## src/rtl/benes_route_cfg_sequencer.sv

```systemverilog
// Route-config sequencer for the Benes interconnect: collects per-stage select words
// into a shadow bank and commits them to the active bank once the network has drained.
module benes_route_cfg_sequencer #(
  parameter int unsigned STAGE_NUM    = 9,
  parameter int unsigned SEL_WIDTH    = 16,
  parameter int unsigned DRAIN_CYCLES = 4,
  parameter int unsigned CMD_SET_SEL  = 30,
  parameter int unsigned CMD_COMMIT   = 31,
  parameter int unsigned CMD_RESET    = 111
) (
  input  logic                           clk,
  input  logic                           rst,
  input  logic                           i_cmd_valid,
  output logic                           o_cmd_ready,
  input  logic [7:0]                     i_command,
  input  logic [31:0]                    i_data0,
  input  logic [31:0]                    i_data1,
  input  logic                           i_net_busy,
  output logic [STAGE_NUM*SEL_WIDTH-1:0] o_module_select,
  output logic [STAGE_NUM*SEL_WIDTH-1:0] o_slot_select,
  output logic                           o_commit_done,
  output logic                           o_err,
  output logic [1:0]                     o_err_code,
  output logic [7:0]                     o_epoch,
  output logic                           o_busy
);

  localparam int unsigned BUS_W  = STAGE_NUM * SEL_WIDTH;
  localparam int unsigned MASK_W = 2 * STAGE_NUM;
  localparam int unsigned CNT_W  = $clog2(DRAIN_CYCLES + 1);

  typedef enum logic [1:0] {S_IDLE, S_WAIT, S_COMMIT} state_t;

  state_t              state_q, state_nxt;
  logic [CNT_W-1:0]    cnt_q, cnt_nxt;
  logic [BUS_W-1:0]    shadow_mod_q, shadow_slot_q;
  logic [MASK_W-1:0]   mask_q;
  logic                shadow_wr, shadow_clr, commit_en, err_nxt;
  logic [1:0]          err_code_nxt;

  int unsigned         stage_ix;
  logic                side;
  logic [SEL_WIDTH-1:0] sel_word;
  logic                unused_ok;

  assign stage_ix  = 32'(i_data0[3:0]);
  assign side      = i_data0[4];
  assign sel_word  = i_data1[SEL_WIDTH-1:0];
  assign unused_ok = ^{i_data0[31:5], i_data1[31:SEL_WIDTH]};

  always_ff @(posedge clk or posedge rst) begin
    if (rst) begin
      state_q <= S_IDLE;
      cnt_q   <= '0;
    end else begin
      state_q <= state_nxt;
      cnt_q   <= cnt_nxt;
    end
  end

  // Next-state and command decode; only IDLE accepts commands.
  always_comb begin
    state_nxt    = state_q;
    cnt_nxt      = cnt_q;
    shadow_wr    = 1'b0;
    shadow_clr   = 1'b0;
    commit_en    = 1'b0;
    err_nxt      = 1'b0;
    err_code_nxt = o_err_code;
    case (state_q)
      S_IDLE: begin
        if (i_cmd_valid) begin
          if (i_command == 8'(CMD_SET_SEL)) begin
            if (stage_ix < STAGE_NUM) begin
              shadow_wr = 1'b1;
            end else begin
              err_nxt      = 1'b1;
              err_code_nxt = 2'd1;
            end
          end else if (i_command == 8'(CMD_COMMIT)) begin
            if (&mask_q) begin
              state_nxt = S_WAIT;
              cnt_nxt   = '0;
            end else begin
              err_nxt      = 1'b1;
              err_code_nxt = 2'd2;
            end
          end else if (i_command == 8'(CMD_RESET)) begin
            shadow_clr = 1'b1;
          end else begin
            err_nxt      = 1'b1;
            err_code_nxt = 2'd3;
          end
        end
      end
      S_WAIT: begin
        if (i_net_busy) begin
          cnt_nxt = '0;
        end else if (cnt_q == CNT_W'(DRAIN_CYCLES - 1)) begin
          state_nxt = S_COMMIT;
          cnt_nxt   = '0;
        end else begin
          cnt_nxt = cnt_q + CNT_W'(1);
        end
      end
      S_COMMIT: begin
        commit_en = 1'b1;
        state_nxt = S_IDLE;
      end
      default: state_nxt = S_IDLE;
    endcase
  end

  // Registered status outputs, derived from the next state so they line up with it.
  always_ff @(posedge clk or posedge rst) begin
    if (rst) begin
      o_cmd_ready   <= 1'b1;
      o_busy        <= 1'b0;
      o_commit_done <= 1'b0;
      o_err         <= 1'b0;
      o_err_code    <= 2'd0;
    end else begin
      o_cmd_ready   <= (state_nxt == S_IDLE);
      o_busy        <= (state_nxt != S_IDLE);
      o_commit_done <= commit_en;
      o_err         <= err_nxt;
      o_err_code    <= err_code_nxt;
    end
  end

  // Shadow bank, written-mask, active bank and epoch.
  always_ff @(posedge clk or posedge rst) begin
    if (rst) begin
      shadow_mod_q    <= '0;
      shadow_slot_q   <= '0;
      mask_q          <= '0;
      o_module_select <= '0;
      o_slot_select   <= '0;
      o_epoch         <= 8'd0;
    end else begin
      if (shadow_clr) begin
        shadow_mod_q  <= '0;
        shadow_slot_q <= '0;
      end else if (shadow_wr) begin
        for (int unsigned s = 0; s < STAGE_NUM; s++) begin
          if (stage_ix == s) begin
            if (side) shadow_slot_q[s*SEL_WIDTH +: SEL_WIDTH] <= sel_word;
            else      shadow_mod_q[s*SEL_WIDTH +: SEL_WIDTH]  <= sel_word;
          end
        end
      end
      if (shadow_clr || commit_en) begin
        mask_q <= '0;
      end else if (shadow_wr) begin
        for (int unsigned s = 0; s < STAGE_NUM; s++) begin
          if (stage_ix == s) begin
            if (side) mask_q[STAGE_NUM + s] <= 1'b1;
            else      mask_q[s]             <= 1'b1;
          end
        end
      end
      if (commit_en) begin
        o_module_select <= shadow_mod_q;
        o_slot_select   <= shadow_slot_q;
        o_epoch         <= o_epoch + 8'd1;
      end
    end
  end

endmodule

```

## config.mk

```make
export PLATFORM = sky130hd
export DESIGN_NAME = benes_route_cfg_sequencer
export DESIGN_NICKNAME = d
export VERILOG_FILES = /design/src/rtl/benes_route_cfg_sequencer.sv
export SDC_FILE = /design/constraint.sdc
export NUM_CORES = 1
export LEC_CHECK = 0
export ABC_AREA = 1
export ABC_CLOCK_PERIOD_IN_PS = 40400
export CAP_MARGIN = 25
export CORE_MARGIN = 3
export CORE_UTILIZATION = 55
export CTS_BUF_LIST = sky130_fd_sc_hd__clkbuf_16
export CTS_CLUSTER_SIZE = 30
export DETAILED_ROUTE_END_ITERATION = 10
export DONT_BUFFER_PORTS = 1
export GPL_ROUTABILITY_DRIVEN = 0
export PLACE_DENSITY_LB_ADDON = 0.1
export SLEW_MARGIN = 20
export SYNTH_ARGS = -nofsm -noshare
export SYNTH_HDL_FRONTEND = slang
export SYNTH_SLANG_ARGS = --single-unit
export TNS_END_PERCENT = 10
```

## constraint.sdc

```tcl
create_clock -name clk -period 40.4 [get_ports clk]
set_input_delay 8.08 -clock clk [delete_from_list [all_inputs] [get_ports clk]]
set_output_delay 8.08 -clock clk [all_outputs]
set_load 0.02 [all_outputs]
```

After elaboration in Yosys (flattened, before gate mapping). Index checks and enable logic that the tools add are counted.

Multiply operators: 0. Div/mod/pow operators: 0. Order comparisons: 1. Bitwise logic cells: 0. Reduce and logical (&&, ||, !) cells: 67. Shift operators: 0. Eq/ne operators: 23. $add $sub $neg: 2. Mux-type cells: 82.

Operators with widths (count): $mux W144 (4); $mux W16 (20); $reduce_and A3 Y1 (36); $reduce_bool A2 Y1 (24); $mux W1 (37); $mux W18 (2); $logic_not A32 Y1 (1); $mux W2 (11); $mux W3 (6); $reduce_and A18 Y1 (1); $eq A4 B3 Y1 const B (4); $eq A8 B5 Y1 const B (2); $ne A2 B2 Y1 const B (5); $reduce_and A5 Y1 (2); $add A8 B1 Y8 const B (1); $eq A4 B2 Y1 const B (2); $eq A8 B7 Y1 const B (1); $ne A3 B3 Y1 const B (2); $pmux W3 S2 (1); $eq A4 B1 Y1 const B (1); $eq A4 B4 Y1 const B (1); $logic_not A2 Y1 (2); $lt A4 B4 Y1 const B (1); $ne A2 B1 Y1 const B (2); other kinds (6) (6).

Memory bits (read-only): 0. Input port bits: 76. Memories: 0. Latch bits: 0. Output and inout port bits: 302. Bits in writable memories: 0. Logic and storage cells: 221. Register bits after elaboration: 613.

Longest topological paths before layout. Gate-level depths: netlist of the first run.

Depth in word-level cells: 9. Mapped depth: 11. Mapped depth without buffers: 9.

Worst setup path after synthesis of the first run. No wires, ideal clock.

Path type: input-to-reg. Start point: input port i_command[3]. End point: register shadow_slot_q[16]. Cell stages on the path: 10. Setup slack: 31048 ps. Arrival time: 9235 ps. Buffers on the path: 3. Cells stage by stage: nand2_1 > nor2_2 > nand4_1 > buf_4 > nand2_4 > buf_6 > nand2_2 > buf_2 > nand2_1 > nand2_1.

Cells in the longest elaborated chain, start to end: 8.

Ends and longest elaborated chain: start: declaration (RTL line 15) `input logic [7:0] i_command,`; $eq A8 B7 Y1 (RTL line 88) `end else if (i_command == 8'(CMD_RESET)) begin`; $mux W1 (RTL line 88); $mux W1 (RTL line 80) `end else if (i_command == 8'(CMD_COMMIT)) begin`; $mux W1 (RTL line 73) `if (i_command == 8'(CMD_SET_SEL)) begin`; $mux W1 (RTL line 72) `if (i_cmd_valid) begin`; $mux W1 (RTL line 70) `case (state_q)`; $reduce_bool A2 Y1 (no line); $reduce_and A3 Y1 (no line); end signal: indexed assignment (RTL line 147) `if (side) shadow_slot_q[s*SEL_WIDTH +: SEL_WIDTH] <= sel_word;`; end: declaration (RTL line 36) `logic [BUS_W-1:0] shadow_mod_q, shadow_slot_q;`.

Parallel ways exist; a longest one is shown, timed or not. A chain may end at the register's enable or synchronous reset.

Final worst setup path of the first run.
Start point: input port i_command[6]. End point: register shadow_slot_q[66].

The elaborated chain is that of the path after synthesis.

==> results.json, run 1 <==
{
  "status": "finished clean",
  "max_freq_mhz": 89.31,
  "synthCells": 2821,
  "synth-seq-cells": 613,
  "cts-buffers-inserted": 66,
  "p_int_w": 0.0009599,
  "grt.overflow.total": 0,
  "drtPass1Iterations": 6,
  "first_global_vias": 17760,
  "pwr-share-clk": 0.450,
  "fin_crit_sh": 0.2771,
  "critPathArrivalTime_ns": 11.65,
  "viasPerCell": 5.491,
  "grt_usage": 0.2860,
  "startpoint": "i_command[6]",
  "fp.dieH_um": 217.8,
  "ys_warn_count": 0,
  "worstSetupPathType": "in2reg",
  "use_met2": 0.4441,
  "globalRouteMet1Util": 0.3814,
  "rsz0062_at_grt": "no",
  "power_frac_comb": 0.040,
  "clk_latency_ns": 0.58,
  "cp.required_ns": 40.86,
  "grt_pass1_wl_um": 104700,
  "antenna_found_initial": 0,
  "core_um2": 43650,
  "ys_types": 29,
  "die-width_um": 217.8,
  "root_buffer": "clkbuf_16",
  "totalNegativeSetupSlack_ns": 0,
  "peakVddDrop_v": 0.00003512,
  "p_leak_nw": 15.37,
  "place_inst": 3265,
  "cts_hold_buf": 0,
  "placementRows": 76,
  "post_cts.repair.setup_buffers": 0,
  "via_count": 18570,
  "start_util": 0.5651,
  "p_switching_w": 0.0002884,
  "min_from": "shadow_slot_q[27]",
  "cts_resized": 0,
  "finalNonFillerCells": 3382,
  "cts_tree": "built",
  "cap_violations": 0,
  "grt_max_degree": 235,
  "relSlewSlack": 0.2428,
  "grt_use_met3": 0.08249,
  "syn-num-nets": 2899,
  "htree_levels": 3,
  "period_needed_ns": 11.20,
  "power_density_nw_per_um2": 46.56,
  "drtIter0Drc": 1884,
  "syn_area_per_cell_um2": 8.743,
  "hpwl_um": 39150,
  "diodes": 0,
  "setup_violations": 0,
  "cp_max_fo": 85,
  "end_kind": "flop",
  "wl_um": 67850,
  "ant_nets": 0,
  "worstReg2RegStart": "state_q[0]",
  "drcViolationCount": 0,
  "clk_path_buf_depth": 3,
  "die_area_um2": 47420,
  "top_usage_layer": "met2",
  "hold_viol_final": 0,
  "port_buffers": 0,
  "clock_skew_ns": 0.01454,
  "synth_area_um2": 24660,
  "nFillCells": 3843,
  "seqPwrFrac": 0.510,
  "swShare": 0.2311,
  "clk_pin_slew_ns": 0.06,
  "wl_per_cell_um": 20.06,
  "worst_slew_pin_slew_ns": 1.136,
  "io_pins": 378,
  "slew_violations": 0,
  "cts.sinks": 613,
  "area_growth_pct": 8.705,
  "synth_seq_area_share": 0.6220,
  "hold_path_class": "reg2reg",
  "start_kind": "primary input",
  "drive_gt1_frac": 0.05971,
  "nets": 2831
}
-- Yosys cell counts (all sizes together) --
master / instances / area share
nand2: 1565 / 0.25
nand3: 312 / 0.063
nor2: 49 / 0.0078
xnor2: 2 / 0.00071
clkbuf: 58 / 0.0088
dfstp: 1 / 0.0011
clkinv: 6 / 0.00091
o21ai: 12 / 0.0038
nand4: 16 / 0.0043
a21oi: 2 / 0.00041
o22ai: 1 / 0.00025
or2: 1 / 0.00025
nor3: 4 / 0.00081
inv: 72 / 0.011
buf: 100 / 0.027
nand3b: 1 / 0.00030
nor4: 1 / 0.00025
ha: 2 / 0.0010
xor2: 4 / 0.0014
dfrtp: 612 / 0.62
-- state kept, by name (all words and copies together), names as in the netlist --
register	flops
mask_q	18
o_commit_done	1
o_module_select	144
shadow_slot_q	144
o_err	1
state_q	2
cnt_q	3
o_err_code	2
o_cmd_ready	1
o_busy	1
o_epoch	8
o_slot_select	144
shadow_mod_q	144
-- power groups by stage --
stage	logic, W	clock network, W	registers, W
after floorplan	0.0000338	0	0.000645
after global placement	0.0000478	0	0.000647
after detailed placement	0.0000494	0	0.000647
after CTS	0.0000496	0.000572	0.000637
after global routing	0.0000560	0.000599	0.000637
final	0.0000499	0.000562	0.000637
-- metal layers --
metal	vias up	wire, µm	part of all wire
met5	-	0	0
met4	0	2712	0.040
met3	143	6170	0.091
met2	679	31280	0.46
met1	9157	27700	0.41
li1	8591	-	-
-- cell usage in the layout (no fill, tap or decap), types with 3 or more instances in the layout --
master / n
o21ai_2: 9
clkbuf_16: 71
nor3_1: 4
clkinv_2: 6
nand2_4: 20
nor2_1: 45
nand2_2: 10
nor2_2: 3
clkinv_1: 18
o21ai_0: 3
inv_2: 15
xor2_1: 4
inv_1: 74
buf_4: 16
dfrtp_1: 612
nand3_1: 312
nand4_1: 15
buf_16: 4
nand2_1: 1534
-- metrics by stage --
| stage | hold WS [ns] | setup slack [ns] | area (µm²) | power, W | utilization |
|---|---|---|---|---|---|
| floorplan | 0.4422 | 15.16 | 24660 | 0.0006788 | - |
| global placement | 0.4541 | 28.74 | 24680 | 0.0006950 | 0.5655 |
| detailed placement | 0.4582 | 28.69 | 24680 | 0.0006969 | 0.5655 |
| CTS | 0.4665 | 29.33 | 26680 | 0.001258 | 0.6113 |
| global route | 0.4837 | 29.08 | 26810 | 0.001292 | 0.6143 |
| finish | 0.4662 | 29.20 | 26810 | 0.001248 | 0.6143 |
-- final timing paths --
| kind | endpoint | slack (ns) | cells after the start |
|---|---|---|---|
| min in group asynchronous | o_slot_select[85] | 7.48 | 1 |
| max reg2reg | shadow_slot_q[66] | 36.57 | 7 |
| max in group asynchronous | o_module_select[38] | 29.78 | 4 |
| max | shadow_slot_q[66] | 29.20 | 8 |
| min | o_slot_select[27] | 0.47 | 2 |
| min reg2reg | o_slot_select[27] | 0.47 | 2 |
-- kinds of logic (layout without fill, tap and decap cells) --
family                     count (synthesis)  after routing  share of synthesized area
adders and majority gates                  2              2                   0.001014
DFF                                      613            613                     0.6220
and+or+nand+nor                         1949           1949                     0.3229
xor gates and xnor gates                   6              6                   0.002131
buffers and inverters                    236            212                    0.04748
AOI/OAI and AO/OA                         15             15                   0.004464
-- cell type report --
| type | instances | area (µm²) | share of cell area |
|---|---|---|---|
| Timing Repair Buffer | 22 | 265.3 | 0.009893 |
| Inverter | 78 | 312.8 | 0.01167 |
| Clock buffer | 71 | 1777 | 0.06627 |
| Multi-Input combinational cell | 1972 | 8160 | 0.3044 |
| Clock inverter | 41 | 224.0 | 0.008353 |
| Sequential cell | 613 | 15340 | 0.5722 |
| Tap cell | 585 | 732.0 | 0.02730 |
-- worst max-delay path, stage by stage --
cell and delay (ns):
nand2_1 0.04, nor3_1 0.37, nand4_1 0.64, nand2_4 0.98, buf_4 0.77, nand2_2 0.44, nand2_1 0.20, nand2_1 0.06
No activity file was read; power rests on OpenSTA's default activity.
==> run 2: changes to the inputs <==
--- a/config.mk
+++ b/config.mk
@@ -6,7 +6,7 @@
 export NUM_CORES = 1
 export LEC_CHECK = 0
 export ABC_AREA = 1
-export ABC_CLOCK_PERIOD_IN_PS = 40400
+export ABC_CLOCK_PERIOD_IN_PS = 11600
 export CAP_MARGIN = 25
 export CORE_MARGIN = 3
 export CORE_UTILIZATION = 55
==> constraint.sdc (replaced) <==
create_clock -name clk -period 11.6 [get_ports clk]
set_input_delay 2.32 -clock clk [delete_from_list [all_inputs] [get_ports clk]]
set_output_delay 2.32 -clock clk [all_outputs]
set_load 0.02 [all_outputs]
==> run 2 against run 1 <==
- hold slack gained 0.00053 ns
- critical path depth did not move
- cell area down 0.42%
- via count shrank 0.53%
- combinational power increased to 3.5 times the previous value
- sequential power grew to 3.5 times the previous value
- global-route usage fell by 0.14 points
- critical endpoint is now shadow_slot_q[49]
- critical path type unchanged
- first-iteration DRC count up 12%
- sequential cell count unchanged
- clock power increased to 3.3 times the previous value
- largest cell class unchanged
==> results.json, run 2 (synthesized netlist as in run 1, its figures left out) <==
{
  "status": "finished clean",
  "globalRouteMet1Util": 0.3882,
  "cts_hold_buf": 0,
  "worstSetupPathType": "in2reg",
  "r2r_slack_ns": 7.81,
  "die_area_um2": 47420,
  "cap_violations": 0,
  "whs_path_depth": 2,
  "cpMostUsedCell": "nand2_1",
  "critPathArrivalTime_ns": 5.58,
  "htree_levels": 2,
  "power_density_nw_per_um2": 159.5,
  "fin_area_um2": 26700,
  "drtPass1Iterations": 6,
  "clk_pin_slew_ns": 0.06,
  "wl_um": 67340,
  "cts.sinks": 613,
  "layout_common_cells": "nand2_1 (1534), dfrtp_1 (612), nand3_1 (312)",
  "p_leak_nw": 15.29,
  "multi_input_area_um2": 8169,
  "worst_slew_pin_slew_ns": 1.061,
  "post_cts.repair.setup_buffers": 0,
  "pre_cts_ws_ns": 5.902,
  "peakVddDrop_v": 0.0001030,
  "rsz0062_at_grt": "no",
  "first_global_vias": 17580,
  "layout_commonest_cell": "nand2_1",
  "hold_viol_final": 0,
  "crit_chain": "nand2_1 -> nor2_2 -> nand4_1 -> nand2_8 -> buf_4 -> nand2_2 -> nand2_1 -> nand2_1",
  "period_needed_ns": 5.087,
  "grt.overflow.total": 0,
  "ant_nets": 0,
  "diodes": 0,
  "hold_ws_ns": 0.4668,
  "r2r-end": "shadow_slot_q[49]",
  "cp_max_fo": 92,
  "die-width_um": 217.8,
  "clock_skew_ns": 0.01278,
  "start_util": 0.5651,
  "r2r_cells": 7,
  "end_kind": "flop",
  "slew_violations": 0,
  "crit_buf_inv": 1,
  "totalNegativeSetupSlack_ns": 0,
  "fin_crit_sh": 0.4385,
  "use_met2": 0.4411,
  "min_to": "shadow_mod_q[2]",
  "regArea_um2": 15340,
  "grt_pass1_wl_um": 104700,
  "start_kind": "primary input",
  "hold_path_class": "reg2reg",
  "fp.dieH_um": 217.8,
  "drtIter0Drc": 2116,
  "relSlewSlack": 0.2924,
  "drive_gt1_frac": 0.05901,
  "place_area_um2": 24700,
  "fin_util": 0.6117,
  "nFillCells": 3774,
  "viasPerCell": 5.463,
  "drcViolationCount": 0,
  "worst_slack_ns": 6.513,
  "min_from": "shadow_mod_q[2]",
  "top_usage_layer": "met2",
  "clk_path_buf_depth": 3,
  "area_growth_pct": 8.253,
  "antenna_found_initial": 0,
  "cts-buffers-inserted": 60,
  "port_buffers": 0,
  "crit_slowest_cell": "buf_4",
  "root_buffer": "clkbuf_16",
  "cp_top_family": "simple AND/OR/NAND/NOR gates",
  "io_pins": 378,
  "nets": 2825,
  "placementRows": 76,
  "worstReg2RegStart": "state_q[0]",
  "via_count": 18470,
  "clk_latency_ns": 0.61,
  "slowest_delay_ns": 0.82,
  "max_freq_mhz": 196.6,
  "cts_resized": 0,
  "grt_max_degree": 247,
  "grt_use_met3": 0.08109,
  "grt_usage": 0.2847,
  "hpwl_um": 39220,
  "cts_tree": "built",
  "wl_per_cell_um": 19.92,
  "setup_violations": 0,
  "cp.required_ns": 12.09,
  "core_um2": 43650
}
run 2: cell count changes in the layout (fill, tap and decap cells not counted), moves of 3 or more:
cell       previous run  this run
inv_1                74        71
clkinv_1             18        22
clkbuf_16            71        61
clkinv_2              6        10
bufinv_16             2         5
run 2: how the worst max path moves through the flow:
stage            startpoint           endpoint  depth (start not counted)
2_1_floorplan           rst           cnt_q[0]                          1
3_3_place_gp   i_command[4]  shadow_slot_q[49]                          7
3_5_place_dp   i_command[4]  shadow_slot_q[52]                          7
4_1_cts        i_command[4]  shadow_slot_q[52]                          7
5_1_grt        i_command[6]  shadow_slot_q[61]                          8
6_report       i_command[3]  shadow_slot_q[49]                          8
run 2: worst min-delay path, stage by stage, from the launching register on:
cell,delay (ns)
dfrtp_1,0.34
nand2_1,0.05
nand2_1,0.04
run 2: metrics by stage:
stage	instances	total power [W]
final	3381	0.004259
after global placement	3265	0.002421
after global routing	3381	0.004402
after CTS	3376	0.004292
after floorplan	2821	0.002365
after detailed placement	3265	0.002427
run 2: final cells by class:
cell class              instances  share of cell area
clock buffers                  61             0.05717
clock inverters                50             0.01293
inverters                      78             0.01139
multi-input cells            1972              0.3060
flip-flops and latches        613              0.5746
well taps                     585             0.02741
repair buffers                 22             0.01059
run 2: metal layers:
metal / up-vias / routed length [µm]
met3: 142 / 5754
met2: 644 / 31070
li1: 8594 / -
met1: 9091 / 27870
met5: - / 0
met4: 0 / 2648
run 2: power by group:
part / internal [W] / leakage (nW) / total [W] / switching (W)
combinational: 0.0000316 / 5.77 / 0.000175 / 0.000144
clock: 0.00106 / 0.981 / 0.00187 / 0.000811
sequential: 0.00217 / 8.54 / 0.00222 / 0.0000430
==> run 3: changes to the inputs <==
--- a/config.mk
+++ b/config.mk
@@ -6,7 +6,7 @@
 export NUM_CORES = 1
 export LEC_CHECK = 0
 export ABC_AREA = 1
-export ABC_CLOCK_PERIOD_IN_PS = 11600
+export ABC_CLOCK_PERIOD_IN_PS = 4600
 export CAP_MARGIN = 25
 export CORE_MARGIN = 3
 export CORE_UTILIZATION = 55
==> constraint.sdc (replaced) <==
create_clock -name clk -period 4.6 [get_ports clk]
set_input_delay 0.92 -clock clk [delete_from_list [all_inputs] [get_ports clk]]
set_output_delay 0.92 -clock clk [all_outputs]
set_load 0.02 [all_outputs]
==> run 3 against run 2 <==
- setup slack got worse by 5.1 ns
- clock skew increased by 0.0038 ns
- clock power grew 140%
- cell area is 0.37% lower
- hold slack got worse by 0.14 ns
- combinational power increased to 2.6 times the previous value
- critical path depth is 1 lower
- clock-buffer cell count stayed put
- routed wire length grew 0.18%
- core utilization decreased by 0.23 points
- non-clock buffer count increased by 7
- largest cell class unchanged
==> results.json, run 3 (synthesized netlist as in run 1, its figures left out) <==
{
  "die-width_um": 217.8,
  "max_freq_mhz": 315.5,
  "grt_max_degree": 226,
  "slew_violations": 0,
  "drtPass1Iterations": 6,
  "relSlewSlack": 0.1931,
  "place_inst": 3277,
  "period_needed_ns": 3.170,
  "placementRows": 76,
  "drcViolationCount": 0,
  "cts_resized": 0,
  "root_buffer": "clkbuf_16",
  "p_leak_nw": 15.25,
  "clk_pin_slew_ns": 0.06,
  "nFillCells": 3820,
  "cts.sinks": 613,
  "port_buffers": 0,
  "worst_slew_pin_slew_ns": 1.210,
  "drtIter0Drc": 2082,
  "cts_tree": "built",
  "cp_max_fo": 108,
  "drive_gt1_frac": 0.05986,
  "fin_util": 0.6094,
  "status": "finished clean",
  "finalNonFillerCells": 3376,
  "hold_path_class": "in2async",
  "fp.dieH_um": 217.8,
  "end_kind": "flop",
  "ant_nets": 0,
  "layout_commonest_cell": "nand2_1",
  "post_cts.repair.setup_buffers": 0,
  "die_area_um2": 47420,
  "clk_path_buf_depth": 3,
  "fin_area_um2": 26600,
  "cts_hold_buf": 0,
  "core_um2": 43650,
  "grt_pass1_wl_um": 105600,
  "grt_usage": 0.2870,
  "worstSetupPathType": "in2reg",
  "first_global_vias": 17590,
  "start_util": 0.5651,
  "critPathArrivalTime_ns": 3.66,
  "clk_latency_ns": 0.61,
  "grt.overflow.total": 0,
  "cap_violations": 0,
  "htree_levels": 2,
  "antenna_found_initial": 2,
  "fin_crit_sh": 0.6890,
  "nets": 2833,
  "peakVddDrop_v": 0.0003250,
  "wl_um": 67460,
  "layout_common_cells": "nand2_1 (1534), dfrtp_1 (612), nand3_1 (312)",
  "hold_viol_final": 0,
  "hpwl_um": 39870,
  "viasPerCell": 5.457,
  "setup_violations": 0,
  "rsz0062_at_grt": "no",
  "io_pins": 378,
  "power_density_nw_per_um2": 393.0,
  "clock_skew_ns": 0.01660,
  "totalNegativeSetupSlack_ns": 0,
  "wl_per_cell_um": 19.98,
  "place_area_um2": 24890,
  "via_count": 18420,
  "cp.required_ns": 5.09,
  "cts-buffers-inserted": 61,
  "area_growth_pct": 7.848,
  "start_kind": "primary input"
}
[run 3: cell types whose count changed in the layout (fill, tap and decap cells not counted), moves of 4 or more]
cell | before | now
clkinv_1 | 22 | 13
buf_12 | 3 | 10
buf_16 | 4 | 0
buf_4 | 15 | 19
bufinv_16 | 5 | 1
[run 3: layout make-up]
class | instances | area, µm² | area share
timing repair buffer | 29 | 342.8 | 0.01289
clock buffer | 61 | 1526 | 0.05738
antenna | 1 | 2.502 | 0.00009407
sequential | 613 | 15340 | 0.5767
inverter | 78 | 304.0 | 0.01143
tap | 585 | 732.0 | 0.02752
multi-input combinational | 1972 | 8169 | 0.3071
clock inverter | 37 | 182.7 | 0.006867
[run 3: worst max-delay path, stage by stage]
cell and delay, ns:
nand2_1 0.04, nor3_1 0.41, nand4_1 0.72, nand2_8 0.84, nand2_2 0.44, nand2_1 0.18
nand2_1 0.06
[run 3: worst paths after layout]
check | to | depth (start not counted) | startpoint | slack [ns]
max | shadow_slot_q[69] | 7 | i_command[6] | 1.43
min | o_slot_select[49] | 1 | rst | 0.33
max reg2reg | o_module_select[110] | 5 | state_q[0] | 1.64
min reg2reg | o_module_select[36] | 2 | shadow_mod_q[36] | 0.46
max in group asynchronous | o_epoch[3] | 2 | rst | 3.16
min in group clk | state_q[1] | 1 | i_net_busy | 0.38
[run 3: power by group]
| part | internal, W | switching [W] |
|---|---|---|
| sequential | 0.00548 | 0.000109 |
| clock | 0.00242 | 0.00200 |
| combinational | 0.0000854 | 0.000361 |
| total | 0.00798 | 0.00247 |
[run 3: per-layer routing]
metal | up-vias | track usage | part of all wire
met5 | - | 0 | 0.00018
met4 | 2 | 0.08263 | 0.029
met3 | 128 | 0.07761 | 0.091
met2 | 666 | 0.4521 | 0.47
met1 | 9044 | 0.3967 | 0.41
li1 | 8582 | - | -
[run 3: stage by stage]
stage	total power (W)	hold WS, ns	worst slack [ns]
floorplan	0.005964	0.4422	-4.684
global placement	0.006124	0.4534	0.9756
detailed placement	0.006140	0.4583	0.8645
CTS	0.01054	0.3391	1.528
global route	0.01082	0.3468	1.306
finish	0.01045	0.3303	1.430
